`config.mk`:
```
export PLATFORM = sky130hd
export DESIGN_NAME = riscv_decode
export DESIGN_NICKNAME = d
export VERILOG_FILES = /design/src/rtl/riscv_pkg.sv /design/src/rtl/riscv_imm_gen.sv /design/src/rtl/riscv_decode.sv
export SDC_FILE = /design/constraint.sdc
export NUM_CORES = 1
export LEC_CHECK = 0
export ABC_AREA = 1
export BUFFER_PORTS_ARGS = -buffer_cell sky130_fd_sc_hd__buf_4
export CAP_MARGIN = 5
export CORE_AREA = 3 3 93 117
export DETAILED_ROUTE_END_ITERATION = 6
export DIE_AREA = 0 0 96 120
export GPL_TIMING_DRIVEN = 0
export HOLD_SLACK_MARGIN = 0.05
export PLACE_DENSITY = 0.74
export SYNTH_ARGS = -nofsm -noshare
export SYNTH_HDL_FRONTEND = slang
export SYNTH_SLANG_ARGS = --single-unit
export TNS_END_PERCENT = 1
```
`constraint.sdc`:
```
create_clock -name clk -period 3.1 [get_ports clk]
set_input_delay 0.155 -clock clk [delete_from_list [all_inputs] [get_ports clk]]
set_output_delay 0.155 -clock clk [all_outputs]
set_load 0.05 [all_outputs]
```
`src/rtl/riscv_pkg.sv`:
```
// rtl/riscv_pkg.sv - RV32I opcode constants, op class and immediate format encodings
// Purpose: shared decode encodings for riscv_decode and riscv_imm_gen.
// Contents: OPC_* major opcodes, op_class_t (4-bit), imm_fmt_t (3-bit).
package riscv_pkg;

  localparam logic [6:0] OPC_LUI    = 7'b0110111;
  localparam logic [6:0] OPC_AUIPC  = 7'b0010111;
  localparam logic [6:0] OPC_JAL    = 7'b1101111;
  localparam logic [6:0] OPC_JALR   = 7'b1100111;
  localparam logic [6:0] OPC_BRANCH = 7'b1100011;
  localparam logic [6:0] OPC_LOAD   = 7'b0000011;
  localparam logic [6:0] OPC_STORE  = 7'b0100011;
  localparam logic [6:0] OPC_OPIMM  = 7'b0010011;
  localparam logic [6:0] OPC_OP     = 7'b0110011;
  localparam logic [6:0] OPC_FENCE  = 7'b0001111;
  localparam logic [6:0] OPC_SYSTEM = 7'b1110011;

  typedef enum logic [3:0] {
    CLS_LUI     = 4'h0,
    CLS_AUIPC   = 4'h1,
    CLS_JAL     = 4'h2,
    CLS_JALR    = 4'h3,
    CLS_BRANCH  = 4'h4,
    CLS_LOAD    = 4'h5,
    CLS_STORE   = 4'h6,
    CLS_OPIMM   = 4'h7,
    CLS_OP      = 4'h8,
    CLS_FENCE   = 4'h9,
    CLS_SYSTEM  = 4'hA,
    CLS_MULDIV  = 4'hC,
    CLS_ILLEGAL = 4'hF
  } op_class_t;

  // IMM_NONE covers R-type, FENCE and illegal words: immediate is zero.
  typedef enum logic [2:0] {
    IMM_NONE = 3'd0,
    IMM_I    = 3'd1,
    IMM_S    = 3'd2,
    IMM_B    = 3'd3,
    IMM_U    = 3'd4,
    IMM_J    = 3'd5
  } imm_fmt_t;

endpackage

```
`src/rtl/riscv_imm_gen.sv`:
```
// rtl/riscv_imm_gen.sv - combinational RV32I immediate generator
// Purpose: assemble the sign-extended immediate for the selected format.
// Ports:
//   instr  in  [31:7]  instruction word (opcode bits not needed)
//   fmt    in  imm_fmt_t  immediate format
//   imm    out 32      sign-extended immediate (0 for IMM_NONE)
module riscv_imm_gen
  import riscv_pkg::*;
(
  input  logic [31:7] instr,
  input  imm_fmt_t    fmt,
  output logic [31:0] imm
);

  always_comb begin
    imm = '0;
    case (fmt)
      IMM_I:   imm = {{21{instr[31]}}, instr[30:20]};
      IMM_S:   imm = {{21{instr[31]}}, instr[30:25], instr[11:7]};
      IMM_B:   imm = {{20{instr[31]}}, instr[7], instr[30:25], instr[11:8], 1'b0};
      IMM_U:   imm = {instr[31:12], 12'b0};
      IMM_J:   imm = {{12{instr[31]}}, instr[19:12], instr[20], instr[30:21], 1'b0};
      default: imm = '0;
    endcase
  end

endmodule

```
`src/rtl/riscv_decode.sv`:
```
// rtl/riscv_decode.sv - RV32I decode stage, one registered stage ahead of the register file
// Purpose: decode a fetched instruction into register indices, immediate, op class,
//   write enable and illegal flag behind a valid/ready handshake (latency 1).
// Option: define RISCV_DECODE_M_EXT_EN to decode OP funct7=0x01 as MULDIV.
// Ports:
//   clk, rst                 clock, synchronous active-high reset
//   in_valid/in_ready        upstream handshake; in_instr, in_pc payload
//   flush                    drop the held instruction (wins over accept)
//   out_valid/out_ready      downstream handshake
//   out_pc, out_rf_cs, out_rs1, out_rs2, out_rd, out_rd_wen, out_imm,
//   out_op_class, out_funct3, out_funct7b5, out_illegal   decoded fields
module riscv_decode
  import riscv_pkg::*;
#(
  parameter int XLEN          = 32,
  parameter int RESET_PC_HOLD = 0
) (
  input  logic            clk,
  input  logic            rst,
  input  logic            in_valid,
  output logic            in_ready,
  input  logic [31:0]     in_instr,
  input  logic [XLEN-1:0] in_pc,
  input  logic            flush,
  output logic            out_valid,
  input  logic            out_ready,
  output logic [XLEN-1:0] out_pc,
  output logic            out_rf_cs,
  output logic [4:0]      out_rs1,
  output logic [4:0]      out_rs2,
  output logic [4:0]      out_rd,
  output logic            out_rd_wen,
  output logic [XLEN-1:0] out_imm,
  output logic [3:0]      out_op_class,
  output logic [2:0]      out_funct3,
  output logic            out_funct7b5,
  output logic            out_illegal
);

  logic [6:0] opcode;
  logic [2:0] funct3;
  logic [6:0] funct7;

  op_class_t  dec_cls;
  imm_fmt_t   dec_fmt;
  logic       dec_ill;
  logic       use_rs1;
  logic       use_rs2;
  logic       writes_rd;
  logic [4:0] dec_rs1;
  logic [4:0] dec_rs2;
  logic [4:0] dec_rd;
  logic       dec_wen;
  logic [31:0] dec_imm;
  logic       accept;

  assign opcode = in_instr[6:0];
  assign funct3 = in_instr[14:12];
  assign funct7 = in_instr[31:25];

  always_comb begin
    dec_cls   = CLS_ILLEGAL;
    dec_fmt   = IMM_NONE;
    dec_ill   = 1'b0;
    use_rs1   = 1'b1;
    use_rs2   = 1'b0;
    writes_rd = 1'b0;
    case (opcode)
      OPC_LUI: begin
        dec_cls = CLS_LUI; dec_fmt = IMM_U; use_rs1 = 1'b0; writes_rd = 1'b1;
      end
      OPC_AUIPC: begin
        dec_cls = CLS_AUIPC; dec_fmt = IMM_U; use_rs1 = 1'b0; writes_rd = 1'b1;
      end
      OPC_JAL: begin
        dec_cls = CLS_JAL; dec_fmt = IMM_J; use_rs1 = 1'b0; writes_rd = 1'b1;
      end
      OPC_JALR: begin
        dec_cls = CLS_JALR; dec_fmt = IMM_I; writes_rd = 1'b1;
        dec_ill = (funct3 != 3'b000);
      end
      OPC_BRANCH: begin
        dec_cls = CLS_BRANCH; dec_fmt = IMM_B; use_rs2 = 1'b1;
        dec_ill = (funct3 == 3'b010) || (funct3 == 3'b011);
      end
      OPC_LOAD: begin
        dec_cls = CLS_LOAD; dec_fmt = IMM_I; writes_rd = 1'b1;
        dec_ill = (funct3 == 3'b011) || (funct3 == 3'b110) || (funct3 == 3'b111);
      end
      OPC_STORE: begin
        dec_cls = CLS_STORE; dec_fmt = IMM_S; use_rs2 = 1'b1;
        dec_ill = (funct3 > 3'b010);
      end
      OPC_OPIMM: begin
        dec_cls = CLS_OPIMM; dec_fmt = IMM_I; writes_rd = 1'b1;
        // Only the shift forms put a funct7 in the immediate field.
        if (funct3 == 3'b001)
          dec_ill = (funct7 != 7'h00);
        else if (funct3 == 3'b101)
          dec_ill = (funct7 != 7'h00) && (funct7 != 7'h20);
      end
      OPC_OP: begin
        dec_cls = CLS_OP; use_rs2 = 1'b1; writes_rd = 1'b1;
        case (funct7)
          7'h00: dec_ill = 1'b0;
          7'h20: dec_ill = (funct3 != 3'b000) && (funct3 != 3'b101);
`ifdef RISCV_DECODE_M_EXT_EN
          7'h01: dec_cls = CLS_MULDIV;
`else
          7'h01: dec_ill = 1'b1;
`endif
          default: dec_ill = 1'b1;
        endcase
      end
      OPC_FENCE: begin
        dec_cls = CLS_FENCE;
      end
      OPC_SYSTEM: begin
        dec_cls = CLS_SYSTEM; dec_fmt = IMM_I;
      end
      default: dec_ill = 1'b1;
    endcase

    // Compressed/reserved encodings never match a listed opcode, but keep it explicit.
    if (in_instr[1:0] != 2'b11)
      dec_ill = 1'b1;

    if (dec_ill) begin
      dec_cls   = CLS_ILLEGAL;
      dec_fmt   = IMM_NONE;
      use_rs1   = 1'b0;
      use_rs2   = 1'b0;
      writes_rd = 1'b0;
    end
  end

  assign dec_rs1 = use_rs1 ? in_instr[19:15] : 5'd0;
  assign dec_rs2 = use_rs2 ? in_instr[24:20] : 5'd0;
  assign dec_rd  = dec_ill ? 5'd0 : in_instr[11:7];
  assign dec_wen = writes_rd && (in_instr[11:7] != 5'd0);

  riscv_imm_gen u_imm_gen (
    .instr (in_instr[31:7]),
    .fmt   (dec_fmt),
    .imm   (dec_imm)
  );

  assign in_ready  = !rst && (!out_valid || out_ready);
  assign accept    = in_valid && in_ready;
  assign out_rf_cs = out_valid;

  always_ff @(posedge clk) begin
    if (rst) begin
      out_valid    <= 1'b0;
      out_pc       <= '0;
      out_rs1      <= '0;
      out_rs2      <= '0;
      out_rd       <= '0;
      out_rd_wen   <= 1'b0;
      out_imm      <= '0;
      out_op_class <= '0;
      out_funct3   <= '0;
      out_funct7b5 <= 1'b0;
      out_illegal  <= 1'b0;
    end else if (flush) begin
      out_valid <= 1'b0;
      if (RESET_PC_HOLD == 0)
        out_pc <= '0;
    end else if (accept) begin
      out_valid    <= 1'b1;
      out_pc       <= in_pc;
      out_rs1      <= dec_rs1;
      out_rs2      <= dec_rs2;
      out_rd       <= dec_rd;
      out_rd_wen   <= dec_wen;
      out_imm      <= dec_imm;
      out_op_class <= dec_cls;
      out_funct3   <= funct3;
      out_funct7b5 <= in_instr[30];
      out_illegal  <= dec_ill;
    end else if (out_ready) begin
      out_valid <= 1'b0;
    end
  end

endmodule

```
### Yosys cells after proc, flatten, opt, wreduce, memory -nomap -nowiden

Index checks and enable logic that the tools add are counted.

* register bits: 90
* input port bits: 69
* output and inout bits: 92
* word-level logic and storage cells: 84

* $lt $le $gt $ge: 1
* eq/ne operators: 26
* multiplexer cells: 21
* bitwise gates (word level): 1
* reduce and logical (&&, ||, !) cells: 24

Operators with widths (count)
* 32-bit case mux with 5 select lines: 1
* 4-bit case mux with 11 select lines: 1
* 7-bit by 6-bit == test with 1-bit output (second input constant): 4
* 7-bit == test (second input constant): 4
* 3-bit == test (second input constant): 5
* 5-bit 2-to-1 mux: 3
* 3-bit case mux with 5 select lines: 1
* 7-bit by 5-bit == test with 1-bit output (second input constant): 2
* 3-bit by 2-bit == test with 1-bit output (second input constant): 4
* 1-bit 2-to-1 mux: 11
* 7-bit by 2-bit == test with 1-bit output (second input constant): 1
* 7-bit by 4-bit == test with 1-bit output (second input constant): 1
* 7-bit logical NOT: 1
* 7-bit by 6-bit inequality test with 1-bit output (second input constant): 1
* 1-bit case mux with 7 select lines: 1
* 7-bit nonzero test: 1
* 7-bit OR reduction: 1
* 3-bit by 1-bit == test with 1-bit output (second input constant): 2
* 3-bit OR reduction: 2
* 1-bit logical AND: 5
* 5-bit nonzero test: 1
* 5-bit OR reduction: 1
* 1-bit logical OR: 4
* 4-bit 2-to-1 mux: 1
* other kinds (12): 14

### Longest topological paths before layout

* word-level depth: 9
* gate-level depth with buffers: 16
* mapped depth without buffers: 16

### Modules after synthesis

A second synthesis with hierarchy kept.

* cell total of the unflattened synthesis: 609
* area, all modules: 4357.9 sq um

By module, submodules not included
* riscv_decode: instances 1, cells an instance 517, area an instance 3902.5 sq um, sequential area each 1801.7 sq um
* riscv_imm_gen: instances 1, cells an instance 92, area an instance 455.4 sq um, sequential area each 0.0 sq um

### Least setup slack after synthesis

Ideal clock, no wire load.

* path kind: register to register
* from: register out_valid (netlist: out_rf_cs)
* to: register out_imm[31]
* setup time: 0.070 ns
* data arrival time: 2.720 ns
* data required time: 3.030 ns
* slack: 0.309 ns
* cell stages (with the launch flop): 8
* buffers on the path: 2
* period minus slack after synthesis: 2.791 ns
* cells stage by stage: dfxtp_1 > a21oi_1 > nand2_1 > nor2_1 > clkbuf_1 > clkbuf_1 > o211ai_1 > a21oi_1

* word-level cells in the longest chain between the ends: 5

Ends and longest elaborated chain
* start: declaration: line riscv_decode.sv:25 `output logic out_valid,`
* start signal: assignment: line riscv_decode.sv:154 `out_valid <= 1'b0;`
* start signal: assignment: line riscv_decode.sv:166 `out_valid <= 1'b0;`
* start signal: assignment: line riscv_decode.sv:170 `out_valid <= 1'b1;`
* 1-bit logical NOT: line riscv_decode.sv:148 `assign in_ready = !rst && (!out_valid || out_ready);`
* 1-bit logical OR: line riscv_decode.sv:148
* 1-bit logical AND: line riscv_decode.sv:148
* net in_ready: line riscv_decode.sv:21 `output logic in_ready,`
* 1-bit logical AND: line riscv_decode.sv:149 `assign accept = in_valid && in_ready;`
* 2-bit AND reduction (no line)
* end signal: assignment: line riscv_decode.sv:176 `out_imm <= dec_imm;`
* end: declaration: line riscv_decode.sv:33 `output logic [XLEN-1:0] out_imm,`

The timed path passes the listed nets, and every way through them passes these cells.
A chain may end at the register's enable or synchronous reset.

### Final worst setup path

* from: register out_valid (netlist: out_rf_cs)
* to: register out_imm[7]

* word-level cells in the longest chain between the ends: 5

Ends and longest elaborated chain (line)
* 1-bit logical NOT: riscv_decode.sv:148
* 1-bit logical OR: riscv_decode.sv:148
* 1-bit logical AND: riscv_decode.sv:148
* 1-bit logical AND: riscv_decode.sv:149
* 2-bit AND reduction (no line)

No other way between the ends.

==> results.md <==
* Result of the run: completed
* Leading cell type in the layout, fill and taps excluded: sky130_fd_sc_hd__nand2_1
* Total I/O pin count at 161
* Slew margin rel. at 63.0%
* Initial antenna violation count at 0
* Switching portion of total power at 24.8%
* Area of combinational cells with multiple inputs at 0.00183 mm2
* Sum of overflow across all layers after global routing at 0
* Net count after synthesis at 625
* Multiplexer share of the synthesized area at 0%
* Met3 Resource Use GR at 6.96%
* Maximum number of pins on one net before global-route repair at 15
* Setup bufs post-CTS at 0
* Average via count per standard cell at 4.97
* Leakage at 2.51 nW
* Count of unique library cells instantiated by Yosys at 30
* Area of the die at 0.0115 mm2
* Hold crit path type: in2reg
* Effective utilization at floorplan at 38.8%
* Number of buffers added by the clock tree synthesis step at 9
* Sequential cell fraction of total power at 46.2%
* Post-layout min period at 2.21 ns
* Finished Cell Area at 0.00555 mm2
* Fraction of the yosys area taken by sequential cells at 46.4%
* Worst-case vdd ir drop at 0.255 mV
* CTS sink cnt at 90
* Worst Tran Pin Value at 0.555 ns
* Floorplan core area at 0.0100 mm2
* Post-DRT Antenna Nets at 0
* Iteration-0 DRC count of the detailed router at 204
* Latest clock arrival within the worst-skew pair at 0.33 ns
* Final Hold Vio Count at 0
* Worst Setup End Kind: flip-flop
* # port buffers at 159
* Post-synthesis share of cell area spent on and, or, nand and nor gates at 32.0%
* Hold_sp: in_pc[18]
* Syn avg cell area at 6.99 um2
* Antenna diode count at 0
* Post-CTS Hold Buffers at 1
* Area fraction in compound gates after synthesis at 15.1%
* Ratio of cells with drive above 1 in the final layout at 27.6%
* Layout net count at 796
* Rows at 41
* Total number of vias at 4277
* H-Tree Level Count at 3
* DRT Pass-1 Iters at 4
* Design internal power at 1.92 mW
* Placed instance area at 0.00524 mm2
* Worst clock skew at 0.00520 ns
* Post-synthesis instance area at 0.00388 mm2
* Die Y-Extent at 120 um
* Cell breakdown of the critical path: a21oi_1 -> nand2_1 -> nor2_1 -> clkbuf_1 -> clkbuf_1 -> nand3_1 -> a21oi_1
* Combinational power share at 11.8%
* Placer Congestion at 0.876
* Largest family of logic cells by synthesized area: simple AND/OR/NAND/NOR gates
* Horizontal die dimension at 96 um
* Part of the total power dissipated in the clock network at 42.0%
* Unrepaired setup endpoints after global routing: no
* Share of the synthesized netlist area taken by xor and xnor gates at 0%
* Worst path max stage delay at 0.41 ns
* Startpoint Class: flip-flop
* HPWL after detailed placement at 9740 um
* Total power density per cell area at 461 mW/mm2
* Clock tree buffer depth at 2
* Global routing met1 resource utilization at 22.5%
* Setup slack after layout at 0.887 ns
* Period Utilization, post-route at 71.4%
* Routed Wire Length at 12200 um
* Reg area at 0.00180 mm2
* Maximum frequency from static timing analysis at 452 MHz
* Average wire per cell in the routed design at 14.2 um
* Clock transition at the registers of the reported paths at 0.06 ns
* Post-CTS Resized at 0
* Met2 usage in global routing at 37.8%
* Crit path max fanout at 10
* Number of max-capacitance violations reported at 0
* Clock tree root buffer cell: sky130_fd_sc_hd__clkbuf_16
* DRC viols at 0
* Critical path class: reg2reg
* Yosys warning count at 0
* Switching power total at 0.633 mW
* Most used cells in the layout excluding fill and tap cells: sky130_fd_sc_hd__nand2_1, sky130_fd_sc_hd__buf_4, sky130_fd_sc_hd__dfxtp_1
* Final sum of negative setup slack at 0 ns
* Req. time, crit path at 3.37 ns
* Most Used Layer, Global Route: met2
* Post-place setup slack at 0.689 ns
* Origin of the critical flop-to-flop path: out_rf_cs$_SDFFE_PP0P_
* Count of filler cells inserted in the layout at 976
* Total global-route track usage at 21.4%
* Clock tree from TritonCTS: done
* Data arrival time of the critical path at 2.48 ns
* Area growth, synth to finish at 42.7%
* Flip-flop and latch count after synthesis at 90
* Source of the critical timing path: out_rf_cs$_SDFFE_PP0P_
* Total count of max-transition violations in the final report at 0
* Setup-failing EPs final at 0
* Synthesized instance count at 556
* First-pass GRT wire length at 19200 um
* Library cell contributing the largest single delay on the critical path: sky130_fd_sc_hd__clkbuf_1
* Via count of the first global-routing pass at 4191
* Adder and majority cell fraction of the synthesized area at 0%
[final timing paths]
kind         slack, ns                      end  depth (start not counted)
max               0.89  out_imm[7]$_SDFFE_PP0P_                          7
min               0.07  out_pc[18]$_SDFFE_PP0P_                          3
max reg2reg       0.89  out_imm[7]$_SDFFE_PP0P_                          7
min reg2reg       0.47   out_pc[6]$_SDFFE_PP0P_                          2
[metal layers]
layer,up-vias,wire (um)
met5,-,0
met4,0,401
met3,32,1180
met2,186,6140
met1,1919,4470
li1,2140,-
[logic make-up (layout without fill, tap and decap cells)]
logic type / count (synthesis) / count (layout)
flip-flops: 90 / 90
AND/OR/NAND/NOR: 294 / 294
buffers and inverters: 62 / 237
AO/OA/AOI/OAI: 110 / 110
[power groups by stage]
stage / clock (mW) / combinational (mW) / sequential [mW]
finish: 1.07 / 0.301 / 1.18
floorplan: 0 / 0.101 / 1.26
detailed placement: 0 / 0.301 / 1.21
CTS: 1.09 / 0.303 / 1.18
global route: 1.15 / 0.326 / 1.18
global placement: 0 / 0.297 / 1.21
[synthesized netlist by cell type]
master / instances / share of area, %
sky130_fd_sc_hd__nand2_1: 212 / 20
sky130_fd_sc_hd__dfxtp_1: 90 / 46
sky130_fd_sc_hd__a21oi_1: 89 / 11
sky130_fd_sc_hd__nand3_1: 34 / 4.4
sky130_fd_sc_hd__inv_1: 28 / 2.7
sky130_fd_sc_hd__nor2_1: 27 / 2.6
sky130_fd_sc_hd__clkbuf_1: 23 / 2.2
sky130_fd_sc_hd__nand2_2: 5 / 0.81
sky130_fd_sc_hd__o21ai_0: 5 / 0.64
sky130_fd_sc_hd__o21ai_1: 5 / 0.64
sky130_fd_sc_hd__inv_2: 4 / 0.39
sky130_fd_sc_hd__nor2_2: 4 / 0.64
sky130_fd_sc_hd__nand3_2: 3 / 0.77
sky130_fd_sc_hd__nand4_1: 3 / 0.48
sky130_fd_sc_hd__o211ai_1: 3 / 0.58
sky130_fd_sc_hd__o221ai_1: 3 / 0.68
sky130_fd_sc_hd__buf_2: 2 / 0.26
sky130_fd_sc_hd__buf_4: 2 / 0.39
sky130_fd_sc_hd__nand2_4: 2 / 0.58
sky130_fd_sc_hd__o2111ai_1: 2 / 0.45
sky130_fd_sc_hd__a21oi_2: 1 / 0.23
sky130_fd_sc_hd__buf_6: 1 / 0.29
sky130_fd_sc_hd__clkinv_1: 1 / 0.097
sky130_fd_sc_hd__inv_4: 1 / 0.16
sky130_fd_sc_hd__nand3b_2: 1 / 0.29
sky130_fd_sc_hd__nor2_4: 1 / 0.29
sky130_fd_sc_hd__nor2_8: 1 / 0.52
sky130_fd_sc_hd__nor3_1: 1 / 0.13
sky130_fd_sc_hd__o21ai_2: 1 / 0.23
sky130_fd_sc_hd__o311ai_0: 1 / 0.23
[worst max-delay path, delay by kind of cell (launching register included)]
kind	cells	cell delay [ns]
AND/OR/NAND/NOR	3	0.63
buffers and inverters	2	0.82
AO/OA/AOI/OAI	2	0.34
flip-flops	1	0.33
[sequential cells by signal, summed over array words and instances, names as in the netlist]
name	flops
out_rf_cs	1
out_op_class	4
out_imm	32
out_funct7b5	1
out_pc	32
out_illegal	1
out_rs2	5
out_rd_wen	1
out_rs1	5
out_rd	5
out_funct3	3
[area by class of cell]
class | count | share of cell area (%)
Tap cell | 129 | 2.91
Clock buffer | 11 | 4.38
Clock inverter | 4 | 0.948
Sequential cell | 90 | 32.5
Multi-Input combinational cell | 404 | 33.0
Buffer | 28 | 2.21
Inverter | 34 | 2.35
Timing Repair Buffer | 160 | 21.7
[metrics by stage]
stage / util, % / hold WS [ns] / cells / power [mW]
finish: 55.4 / 0.0702 / 860 / 2.56
global route: 55.4 / 0.0638 / 860 / 2.65
CTS: 55.4 / 0.0621 / 860 / 2.58
detailed placement: 52.4 / 0.398 / 844 / 1.51
global placement: 52.4 / 0.385 / 844 / 1.50
floorplan: - / 0.272 / 556 / 1.36
Power figures use the tool's default switching activity.
